$ cat config.mk
export PLATFORM = sky130hd
export DESIGN_NAME = smg_arbmod
export DESIGN_NICKNAME = d
export VERILOG_FILES = /design/src/rtl/smg_arbmod.sv
export SDC_FILE = /design/constraint.sdc
export NUM_CORES = 1
export LEC_CHECK = 0
export ABC_AREA = 1
export BUFFER_PORTS_ARGS = -buffer_cell sky130_fd_sc_hd__buf_2
export CAP_MARGIN = 10
export CORE_UTILIZATION = 50
export CTS_CLUSTER_SIZE = 8
export DETAILED_ROUTE_END_ITERATION = 10
export MAX_ROUTING_LAYER = met4
export PLACE_DENSITY = 0.76
export RECOVER_POWER = 50
export SETUP_SLACK_MARGIN = 0.5
export SYNTH_ARGS = -nofsm -noshare
export SYNTH_HDL_FRONTEND = slang
export SYNTH_SLANG_ARGS = --single-unit
$ cat constraint.sdc
create_clock -name CLOCK -period 1.51 [get_ports CLOCK]
set_input_delay 0.0755 -clock CLOCK [delete_from_list [all_inputs] [get_ports CLOCK]]
set_output_delay 0.0755 -clock CLOCK [all_outputs]
set_load 0.1 [all_outputs]
$ cat src/rtl/smg_arbmod.sv
// smg_arbmod: two-requester display scheduler in front of the 6-digit
// seven-segment base module. A granted requester keeps the display for at
// least T_HOLD cycles. After that the display passes round-robin to the other
// requester, or is released when nobody else wants it.
module smg_arbmod #(
   parameter int unsigned T_HOLD = 50_000_000,
   parameter int unsigned CW     = 26
) (
   input  logic        CLOCK,
   input  logic        RESET,
   input  logic [1:0]  iReq,
   input  logic [23:0] iData0,
   input  logic [23:0] iData1,
   output logic [23:0] oData,
   output logic [1:0]  oGrant,
   output logic        oSwitch
);

   typedef enum logic {IDLE, SHOW} state_t;

   // The hold counter saturates here. This value also marks expiry.
   localparam logic [CW-1:0] HOLD_MAX = CW'(T_HOLD - 1);

   state_t        state, state_nxt;
   logic          owner, owner_nxt;   // index of the current owner, valid in SHOW
   logic          last, last_nxt;     // index of the previous owner, used for tie-break
   logic [CW-1:0] count, count_nxt;
   logic [23:0]   data, data_nxt;
   logic          sw, sw_nxt;

   logic          req_own, req_other;
   logic [23:0]   own_data, other_data;

   assign req_own    = iReq[owner];
   assign req_other  = iReq[~owner];
   assign own_data   = owner ? iData1 : iData0;
   assign other_data = owner ? iData0 : iData1;

   // State register: all scheduler state, with a synchronous active-low reset.
   always_ff @(posedge CLOCK) begin
      // NOTE: sequential state uses non-blocking assignments. Every register
      // then samples values from before the edge, with no race between them.
      if (!RESET) begin
         state <= IDLE;
         owner <= 1'b0;
         last  <= 1'b1;
         count <= '0;
         data  <= '0;
         sw    <= 1'b0;
      end else begin
         state <= state_nxt;
         owner <= owner_nxt;
         last  <= last_nxt;
         count <= count_nxt;
         data  <= data_nxt;
         sw    <= sw_nxt;
      end
   end

   // Next-state logic: grant, hold, hand-over and release decisions.
   always_comb begin
      // NOTE: every signal gets a default first. No path through the case
      // can then leave one unassigned, so no latch is inferred.
      state_nxt = state;
      owner_nxt = owner;
      last_nxt  = last;
      count_nxt = count;
      data_nxt  = data;
      sw_nxt    = 1'b0;
      unique case (state)
         IDLE: begin
            if (iReq != 2'b00) begin
               state_nxt = SHOW;
               sw_nxt    = 1'b1;
               count_nxt = '0;
               // On a tie the grant goes to the requester that was not the
               // previous owner. Otherwise it goes to the only requester.
               owner_nxt = (iReq == 2'b11) ? ~last : iReq[1];
            end
         end
         SHOW: begin
            if (count == HOLD_MAX) begin
               if (req_other) begin
                  owner_nxt = ~owner;
                  last_nxt  = owner;
                  sw_nxt    = 1'b1;
                  count_nxt = '0;
                  data_nxt  = other_data;
               end else if (!req_own) begin
                  state_nxt = IDLE;
                  last_nxt  = owner;
               end else begin
                  data_nxt  = own_data;
               end
            end else begin
               count_nxt = count + CW'(1);
               if (req_own) data_nxt = own_data;
            end
         end
         default: state_nxt = IDLE;
      endcase
   end

   // Output decode: every output comes from a register, so no input reaches
   // an output combinationally.
   always_comb begin
      oGrant  = (state == SHOW) ? (owner ? 2'b10 : 2'b01) : 2'b00;
      oData   = data;
      oSwitch = sw;
   end

endmodule

==> impl.org <==
** Placement
- During placement, the flow inserted port buffers numbering 78.
- Summed over all nets, the half-perimeter wirelength after detailed placement is 9306 um.
- Area of placed instances :: 0.005379 sq mm
- The congestion estimate from routability-driven global placement came to 0.9929.

** Synth
- Number of nets produced by synthesis :: 864
- Post-synthesis area per instance :: 5.377 sq um
- Share of synthesized cell area in and, or, nand and nor gates :: 53.69%
- Synthesis produced a netlist whose cell count is 811.
- In this run the cell area of the synthesized design comes to 0.004360 sq mm.
- The synthesized netlist devotes 11.13% of its cell area to compound gates.
- Multiplexer fraction of the synthesized cell area :: 0%
- Cell type contributing the most total cell area after synthesis :: sky130_fd_sc_hd__nand2_1
- For this run, the leading register cell type out of synthesis is sky130_fd_sc_hd__dfxtp_1.
- Counting flops and latches in the post-synthesis netlist gives 54.
- Syn. warnings :: 0
- Sequential cells were found to cover 24.79% of the synthesized design area.
- In this run, synthesis inferred 0 flip-flops with an integrated enable.
- The share of synthesized area in the top cell type comes to 37.10%.
- The number of different library cells used by synthesis comes to 30.
- Xor/xnor cell area share of the yosys netlist :: 0.4017%
- Share of flip-flops with an asynchronous set or reset after synthesis :: 0%
- Synth area leaders :: sky130_fd_sc_hd__nand2_1 (37%), sky130_fd_sc_hd__dfxtp_1 (25%), sky130_fd_sc_hd__a21oi_1 (6.0%), sky130_fd_sc_hd__nand3_1 (5.7%), sky130_fd_sc_hd__inv_1 (4.6%)
- After synthesis, the largest family of logic cells by area is simple AND/OR/NAND/NOR gates.
- Arithmetic-cell share of the synthesized area counting full adders, half adders and majority gates :: 0.2869%

** Clock network
- The tree built by TritonCTS fans out to 54 sinks.
- TritonCTS built the clock tree.
- Clk buf depth :: 2
- Total clock buffers created by CTS :: 5
- CTS placed an instance of sky130_fd_sc_hd__clkbuf_8 at the clock tree root.
- The H-tree generated during clock tree synthesis spans 2 levels.
- Post-CTS Hold Fix Bufs :: 0
- Clock network latency to the later pin of the worst-skew pair :: 310 ps
- Clock-pin slew was measured on the worst setup and hold paths at 100 ps.

** Setup path
- The worst register-to-register path ends at oData[17]$_SDFFE_PN0P_.
- Critical Path Start :: count[1]$_SDFFE_PN0P_
- Crit start category :: flop
- Worst reg2reg setup slack :: -70 ps
- In this run the critical register-to-register path is launched from count[1]$_SDFFE_PN0P_.
- The setup path with the least slack is of type flop to flop.
- Reg2reg path depth :: 11
- Data on the critical path is required at its endpoint by 1710 ps.
- Data arrival time of the critical path :: 1780 ps
- The worst setup path is captured at a flop.
- Max FO, Critical Path :: 14

** Timing
- Count of endpoints failing setup in the final report :: 50
- Worst clock skew on the final layout :: 5.278 ps
- Headroom to the max-slew limit came out at 63.87%.
- The final hold violation count is 0.
- Slack of the critical path :: -72.27 ps
- Unrepaired setup endpoints after global routing :: true
- For the pin with the worst max-slew slack, the measured transition is 544.2 ps.
- The total count of max-transition violations in the final report was 0.
- Max Clock Freq :: 632.0 MHz
- For the final routed database, the setup TNS stands at -1897 ps.
- Dividing the final minimum period by the clock period gives 104.8%.
- Min Clock Period, post-route :: 1582 ps

** Global routing
- Global routing used 50.48% of the available met2 tracks.
- Global routing used 3.668% of the available met3 tracks.
- met2 is the most crowded layer.
- The initial antenna violation count was 0.
- Entering global routing, the biggest net connects 35 pins.
- Global routing consumed, on the met1 layer, 37.21% of the routing resources.
- Global-route total usage across every layer :: 30.10%
- The total overflow left after global routing is 0.
- The number of global-route vias before repair was 4889.
- First-pass GRT wire length :: 21220 um

** Power and ir drop
- Switching share of total power :: 39.03%
- For this design the total switching power over the nets is 1.585 mW.
- Pwr/cell area :: 691.6 mW/mm^2
- Design internal power :: 2.475 mW
- Combinational share of power :: 37.6%
- Leak pwr :: 2.805 nW
- Worst IR drop on VDD :: 0.3800 mV
- Clock Power Share :: 24.5%
- Part of the total power dissipated in sequential elements :: 37.8%

** Drt
- Vias per Instance :: 5.278
- Via total after detailed routing :: 5452
- Once detail routing completed, the nets flagged for antenna violations numbered 0.
- Drt total wl :: 13340 um
- Wire length per cell :: 12.91 um
- In the routed design, unresolved DRC markers number 0.
- The first routing iteration left 337 violations.
- The first TritonRoute pass finished after 5 iterations.

** Min path
- The worst hold path terminates at last$_SDFFE_PN1P_.
- The min-delay analysis places its worst path in the category primary input to flop.
- Along the worst hold path, the cell count comes to 2.
- In this run the most critical hold path is launched from RESET.

** Die
- Vertical die dimension :: 95.39 um
- Row count :: 33
- Number of primary I/O pins :: 79
- The initial utilization of the core area, before any placement, comes to 52.28%.
- The die covers 0.009098 sq mm.
- Measured along the x axis, the die boundary spans 95.39 um.
- The region available for standard cell placement spans 0.008341 sq mm.

** Layout
- In the final design database the tool counted 980 nets.
- Share of the core filled with cells :: 70.39%
- From synthesis to final layout, the design area changed by 34.63%.
- Fraction of final layout cells with drive strength greater than 1 :: 29.74%
- Ant. Diodes :: 0
- Finished Cell Area :: 0.005871 sq mm

** Flow run
- Max_cap viols :: 0

** Outcome
- Result of the run :: finished with violations
- Failing checks :: setup timing
[registers in the layout (all words and copies together) (netlist names)]
name     cells
oData       24
state        1
oSwitch      1
last         1
owner        1
count       26
[power groups by stage]
stage	Clock, mW	Combinational [mW]	Sequential, mW
floorplan	0	0.720	1.90
global placement	0	1.37	1.56
detailed placement	0	1.39	1.56
CTS	1.03	1.51	1.54
global route	1.08	1.67	1.54
finish	0.997	1.53	1.53
[metrics by stage]
step                      power, mW  cells  hold slack (ps)  setup WS (ps)
after CTS                     4.082   1028            9.792         -36.46
final                         4.060   1033            23.71         -72.27
after global routing          4.293   1033            14.83         -184.5
after detailed placement      2.958   1015            343.9         -31.45
after global placement        2.928   1015            324.4          23.19
after floorplan               2.625    811            174.1          57.65
[critical path, cell delays in order, from the launching register on]
cell and delay (ps):
sky130_fd_sc_hd__dfxtp_2 370, sky130_fd_sc_hd__ha_4 160, sky130_fd_sc_hd__nand2_4 60, sky130_fd_sc_hd__nor2_4 120, sky130_fd_sc_hd__nand3_2 90, sky130_fd_sc_hd__nor2_4 170, sky130_fd_sc_hd__nand2_4 100, sky130_fd_sc_hd__buf_12 160
sky130_fd_sc_hd__nand2_1 60, sky130_fd_sc_hd__nand2_1 50, sky130_fd_sc_hd__nand2_1 70, sky130_fd_sc_hd__a21oi_2 60
[what timing repair did]
item	4_1_cts	5_1_grt
gates cloned	1	1
buffers inserted	4	4
pin swaps	7	22
resized for setup	86	39
endpoints found under the setup margin	81	63
[metal layers]
metal	share of wire (%)	routed length, um
met5	0	0
met3	6.4	860
met1	43	5745
met2	49	6469
met4	2.0	262
[cell usage after synthesis (6+ instances only)]
| library cell | n |
|---|---|
| sky130_fd_sc_hd__o21ai_0 | 21 |
| sky130_fd_sc_hd__nor2_1 | 46 |
| sky130_fd_sc_hd__inv_1 | 53 |
| sky130_fd_sc_hd__buf_2 | 13 |
| sky130_fd_sc_hd__nor2_2 | 6 |
| sky130_fd_sc_hd__clkbuf_1 | 17 |
| sky130_fd_sc_hd__nand4_1 | 14 |
| sky130_fd_sc_hd__a21oi_1 | 52 |
| sky130_fd_sc_hd__nand3_1 | 50 |
| sky130_fd_sc_hd__dfxtp_1 | 54 |
| sky130_fd_sc_hd__nand2_1 | 431 |
| sky130_fd_sc_hd__o211ai_1 | 10 |
[final cells by class]
| type | instances | area (sq um) |
|---|---|---|
| Clock buffer | 6 | 72.57 |
| Clock inverter | 2 | 36.28 |
| Fill cell | 728 | 2470 |
| Inverter | 57 | 220.2 |
| Multi-Input combinational cell | 660 | 3038 |
| Sequential cell | 54 | 1141 |
| Tap cell | 105 | 131.4 |
| Timing Repair Buffer | 149 | 1231 |
[placed cells by master, fill, tap and decap left out, types with 10 or more instances in the layout]
cell type and instances:
sky130_fd_sc_hd__buf_12 12, sky130_fd_sc_hd__nor2_1 35, sky130_fd_sc_hd__nand4_1 14, sky130_fd_sc_hd__buf_2 51, sky130_fd_sc_hd__nand2_2 29, sky130_fd_sc_hd__dfxtp_2 33, sky130_fd_sc_hd__buf_6 16, sky130_fd_sc_hd__nand2_1 403
sky130_fd_sc_hd__o21ai_0 17, sky130_fd_sc_hd__clkbuf_2 14, sky130_fd_sc_hd__o211ai_1 10, sky130_fd_sc_hd__dfxtp_1 16, sky130_fd_sc_hd__nor2_2 15, sky130_fd_sc_hd__buf_4 51, sky130_fd_sc_hd__inv_1 48, sky130_fd_sc_hd__nand3_1 47
sky130_fd_sc_hd__a21oi_1 46
[kinds of logic after synthesis]
| logic type | count (synthesis) |
|---|---|
| simple gates | 569 |
| buf+inv | 97 |
| compound gates | 88 |
| flops | 54 |
| xor+xnor | 2 |
| fa+ha+maj | 1 |
[worst max-delay path by stage]
stage | endpoint | depth (start not counted)
final | oData[17]$_SDFFE_PN0P_ | 11
after global routing | oData[14]$_SDFFE_PN0P_ | 12
after CTS | count[21]$_SDFFE_PN0P_ | 10
after detailed placement | oData[12]$_SDFFE_PN0P_ | 11
after global placement | oData[12]$_SDFFE_PN0P_ | 12
after floorplan | count[3]$_SDFFE_PN0P_ | 10
Power figures use the tool's default switching activity.
